===== src/rtl/id_hazard_scoreboard.sv =====
`default_nettype none
// ============================================================================
// Module      : id_hazard_scoreboard
// Description : Decode-stage interlock. Tracks in-flight register writes from
//               ID issue to WB retire and stalls readers of pending registers.
// Revision    : 1.0 - initial release
// ============================================================================
module id_hazard_scoreboard #(
    parameter int NREG  = 16,
    parameter int CNT_W = 16
) (
    input  logic                     clk,
    input  logic                     rst,
    input  logic                     id_valid,
    input  logic [$clog2(NREG)-1:0]  src1,
    input  logic [$clog2(NREG)-1:0]  src2,
    input  logic                     Two_src,
    input  logic [$clog2(NREG)-1:0]  Dest,
    input  logic                     id_wb_en,
    input  logic                     freeze,
    input  logic                     flush,
    input  logic                     WB_WB_en,
    input  logic [$clog2(NREG)-1:0]  WB_Dest,
    output logic                     Hazard,
    output logic [NREG-1:0]          busy_mask,
    output logic [CNT_W-1:0]         stall_count,
    output logic                     sb_overflow
);

    localparam int         c_idx_w   = $clog2(NREG);
    localparam logic [1:0] c_cnt_max = 2'd3;

    logic [1:0]       r_cnt [NREG];
    logic [CNT_W-1:0] r_stall;
    logic             r_ovf;

    logic             w_hazard;
    logic             w_issue;
    logic             w_retire;
    logic [NREG-1:0]  w_inc;
    logic [NREG-1:0]  w_dec;
    logic [NREG-1:0]  w_err;

    assign w_hazard = id_valid & ~flush &
                      ((r_cnt[src1] != 2'd0) | (Two_src & (r_cnt[src2] != 2'd0)));
    // Retire is gated by freeze so a held MEM/WB stage is counted only once.
    assign w_issue  = id_valid & id_wb_en & ~w_hazard & ~freeze & ~flush;
    assign w_retire = WB_WB_en & ~freeze;

    generate
        for (genvar r = 0; r < NREG; r++) begin : g_reg
            assign w_inc[r]     = w_issue  & (Dest    == c_idx_w'(r));
            assign w_dec[r]     = w_retire & (WB_Dest == c_idx_w'(r));
            assign w_err[r]     = (w_inc[r] & ~w_dec[r] & (r_cnt[r] == c_cnt_max)) |
                                  (w_dec[r] & ~w_inc[r] & (r_cnt[r] == 2'd0));
            assign busy_mask[r] = (r_cnt[r] != 2'd0);
        end
    endgenerate

    // Simultaneous issue and retire on one index cancel out.
    always_ff @(posedge clk) begin
        if (!rst) begin
            for (int r = 0; r < NREG; r++) begin
                r_cnt[r] <= 2'd0;
            end
        end else begin
            for (int r = 0; r < NREG; r++) begin
                if (w_inc[r] && !w_dec[r] && r_cnt[r] != c_cnt_max) begin
                    r_cnt[r] <= r_cnt[r] + 2'd1;
                end else if (w_dec[r] && !w_inc[r] && r_cnt[r] != 2'd0) begin
                    r_cnt[r] <= r_cnt[r] - 2'd1;
                end
            end
        end
    end

    always_ff @(posedge clk) begin
        if (!rst) begin
            r_stall <= '0;
            r_ovf   <= 1'b0;
        end else begin
            if (w_hazard && !freeze && r_stall != {CNT_W{1'b1}}) begin
                r_stall <= r_stall + CNT_W'(1);
            end
            r_ovf <= r_ovf | (|w_err);
        end
    end

    assign Hazard      = w_hazard;
    assign stall_count = r_stall;
    assign sb_overflow = r_ovf;

endmodule
`default_nettype wire

===== config.mk =====
export PLATFORM = sky130hd
export DESIGN_NAME = id_hazard_scoreboard
export DESIGN_NICKNAME = d
export VERILOG_FILES = /design/src/rtl/id_hazard_scoreboard.sv
export SDC_FILE = /design/constraint.sdc
export NUM_CORES = 1
export LEC_CHECK = 0
export ABC_AREA = 1
export CORE_MARGIN = 2
export CORE_UTILIZATION = 56
export DETAILED_ROUTE_END_ITERATION = 12
export PLACE_DENSITY = 0.82
export SLEW_MARGIN = 20
export SYNTH_ARGS = -nofsm -noshare
export SYNTH_HDL_FRONTEND = slang
export SYNTH_SLANG_ARGS = --single-unit
export TNS_END_PERCENT = 20

===== constraint.sdc =====
create_clock -name clk -period 3.2 [get_ports clk]
set_clock_uncertainty 0.15 [all_clocks]
set_input_delay 0.32 -clock clk [delete_from_list [all_inputs] [get_ports clk]]
set_output_delay 0.32 -clock clk [all_outputs]
set_load 0.1 [all_outputs]

==> out/qor.txt, run 1 <==
Max clock buf depth - 2
Clk_lat worst skew - 0.31 ns
Ys async rst share - 0%
Flops & latches, synth - 49
Cell leakage power - 2.04 nW
Period minus WS final - 2.92 ns
Reg-to-reg endpoint - sb_overflow$_SDFF_PN0_
Commonest non-fill, non-tap cell in the layout - nand2_1
Worst Slack Setup Final - 0.284 ns
Largest net degree at the start of global routing - 41
Post_cts resized - 0
Critical Path AT - 2.72 ns
Wire per inst - 14.0 um
Crit start category - input port
Hold Path Origin - stall_count[6]$_SDFFE_PN0P_
Final net count - 746
Core box area - 7180 sq um
Global route total overflow - 0
Clock Pin Slew Worst Setup and Hold Paths - 0.09 ns
Crit share post-route - 91.1%
Site row count - 31
Placed Area - 4740 sq um
Rel. slew slack - 33.7%
Vias in the first global route - 3909
Post-synthesis sequential area ratio - 31.7%
FF-to-FF path depth - 19
Syn_nets - 686
Worst setup EP type - flip-flop
Hold WS - 0.368 ns
Worst stage delay on the critical path - 0.69 ns
N_diodes - 0
Gpl congestion - 0.955
H-Tree Depth - 2
Final Instance Area - 4850 sq um
Die Width - 89.6 um
Root buf cell - clkbuf_8
Kind of critical path - input port to flip-flop
Initial DRC Count - 373
Max-cap violations - 0
Switching fraction of total power - 34.7%
Synth Area per Inst - 6.22 sq um
CTS tree - yes
Quantity of I/O buffers inserted on ports - 57
Clock share of power - 27.5%
Cells after Synth - 659
GR Util All Layers - 28.8%
Die H - 89.6 um
Initial antenna violation count - 0
Core Util, Final - 67.6%
Post-DP HPWL - 8.80 mm
Final hold viol count - 0
Hold buffers post-CTS - 0
Total power draw - 1.55 mW
DP Worst Slack - 0.0128 ns
Crit path top cell by count - nand2_1
Post-CTS setup buffer count - 0
Vias per cell - 5.49
Top-level I/O count - 58
TNS Setup - 0 ns
# clock sinks - 49
Netlist cell types - 35
Number of synthesized flops with an enable pin - 32
CP Max Fanout - 11
Cell Area, Synth - 4100 sq um
Hold depth - 2
Max frequency - 343 MHz
PD cells - 320 nW/um^2
Main synth FF type - edfxtp_1
DRC Markers - 0
Final slew viol count - 0
Setup-failing EPs final - 0
Reg2reg start - r_cnt[3][0]$_SDFFCE_PN0P_
Most frequent cells in the layout - 147 x nand2_1, 115 x inv_1, 100 x nor2_1, 63 x nand3_1
Worst slew pin tran - 0.991 ns
Yosys synthesis warning count - 0
Reg-to-reg setup timing slack - 0.40 ns
Routed vias - 4496
Drt first pass iters - 5
Internal power - 1.01 mW
Die area - 8020 sq um
DP Cell Count - 811
Hold Path Class - flip-flop to flip-flop
Critical-path cell list - clkdlybuf4s50_1 > inv_2 > nand2_1 > nand2_1 > nand2_1 > nand3_1 > nand3_1 > nand3_2 > nand3_2 > buf_4 > nor2_1 > o311ai_0
TritonCTS buffer count - 5
Fin cells - 819
Slowest library cell on the worst path - clkdlybuf4s50_1
Psw - 539 uW
Outcome - finished clean
WL final - 11.4 mm
Endpoint, Worst Hold - stall_count[6]$_SDFFE_PN0P_
CP required - 3.00 ns
Share of cells above drive strength 1 - 10.3%
First-pass GRT wire length - 18.1 mm
Sequential Power Share - 46.3%
Final ANT Viol Nets - 0
Initial Utilization - 57.1%
Max VDD drop - 0.204 mV
Comb power frac - 26.2%
RSZ-0062 raised after global routing - false
Area Overhead vs Synth - 18.3%
[power by group through the flow]
stage | Clock, mW | Sequential (mW) | Combinational [mW]
floorplan | 0 | 0.746 | 0.270
global placement | 0 | 0.732 | 0.395
detailed placement | 0 | 0.733 | 0.401
CTS | 0.441 | 0.719 | 0.403
global route | 0.461 | 0.723 | 0.435
finish | 0.427 | 0.719 | 0.407
[critical path, delay by kind of cell]
family,cells,cell delay (ns)
AND/OR/NAND/NOR,8,0.83
AO/OA/AOI/OAI,1,0.55
buffers and inverters,3,1.00
[Yosys cell counts, types with 6 or more instances]
master,instances,share of area [%]
nor3_1,32,3.9
dfxtp_1,17,8.3
nand2_2,6,0.92
nand4_1,21,3.2
nor2_1,100,9.2
a21oi_1,15,1.8
nand2_1,147,13
o21ai_0,33,4.0
edfxtp_1,32,23
nand3_1,63,7.7
nor2_2,7,1.1
o311ai_0,6,1.3
inv_2,14,1.3
inv_1,115,11
[routing by layer]
layer  GRT usage, %  part of all wire, %  vias up
met2           48.2                   47      197
li1               -                    -     2249
met4           10.2                  2.7        0
met3           4.89                  8.0       27
met5              0                    0        -
met1           37.5                   42     2023
[logic make-up after synthesis]
group | after synthesis | synth area share (%)
AOI/OAI and AO/OA | 69 | 9.89
xor gates and xnor gates | 6 | 1.28
adders and majority gates | 3 | 0.916
buffers and inverters | 144 | 14.0
DFF | 49 | 31.7
and+or+nand+nor | 388 | 42.2
[area by class of cell]
class / count / area (sq um)
inverters: 131 / 493
flip-flops and latches: 49 / 1300
fillers: 667 / 2330
multi-input cells: 466 / 2230
clock inverters: 1 / 8.76
repair buffers: 66 / 591
clock buffers: 7 / 97.6
well taps: 99 / 124
[worst max path at each step]
| stage | from | endpoint | slack [ns] | depth (start not counted) |
|---|---|---|---|---|
| finish | src2[0] | r_cnt[12][1]$_SDFFCE_PN0P_ | 0.28 | 12 |
| detailed placement | src2[0] | r_cnt[12][0]$_SDFFCE_PN0P_ | 0.01 | 12 |
| floorplan | r_cnt[4][0]$_SDFFCE_PN0P_ | Hazard | 0.18 | 13 |
| CTS | src2[0] | r_cnt[12][1]$_SDFFCE_PN0P_ | 0.33 | 12 |
| global route | src2[0] | r_cnt[5][0]$_SDFFCE_PN0P_ | 0.02 | 16 |
| global placement | src2[0] | r_cnt[12][0]$_SDFFCE_PN0P_ | 0.12 | 12 |
[flip-flops by register name (all words and copies together) (netlist names)]
signal and flops:
r_cnt 32, stall_count 16, sb_overflow 1
Power figures use the tool's default switching activity.
==> run 2: changes to the inputs <==
--- a/config.mk
+++ b/config.mk
@@ -9,6 +9,7 @@
 export CORE_MARGIN = 2
 export CORE_UTILIZATION = 56
 export DETAILED_ROUTE_END_ITERATION = 12
+export HOLD_SLACK_MARGIN = 0.02
 export PLACE_DENSITY = 0.82
 export SLEW_MARGIN = 20
 export SYNTH_ARGS = -nofsm -noshare
==> results of run 2 <==
Final layout, timing and power as in run 1 (identical DEF).
==> run 3: changes to the inputs <==
--- a/config.mk
+++ b/config.mk
@@ -6,6 +6,7 @@
 export NUM_CORES = 1
 export LEC_CHECK = 0
 export ABC_AREA = 1
+export CAP_MARGIN = 20
 export CORE_MARGIN = 2
 export CORE_UTILIZATION = 56
 export DETAILED_ROUTE_END_ITERATION = 12
==> results of run 3 <==
Final layout, timing and power as in run 1 (identical DEF).
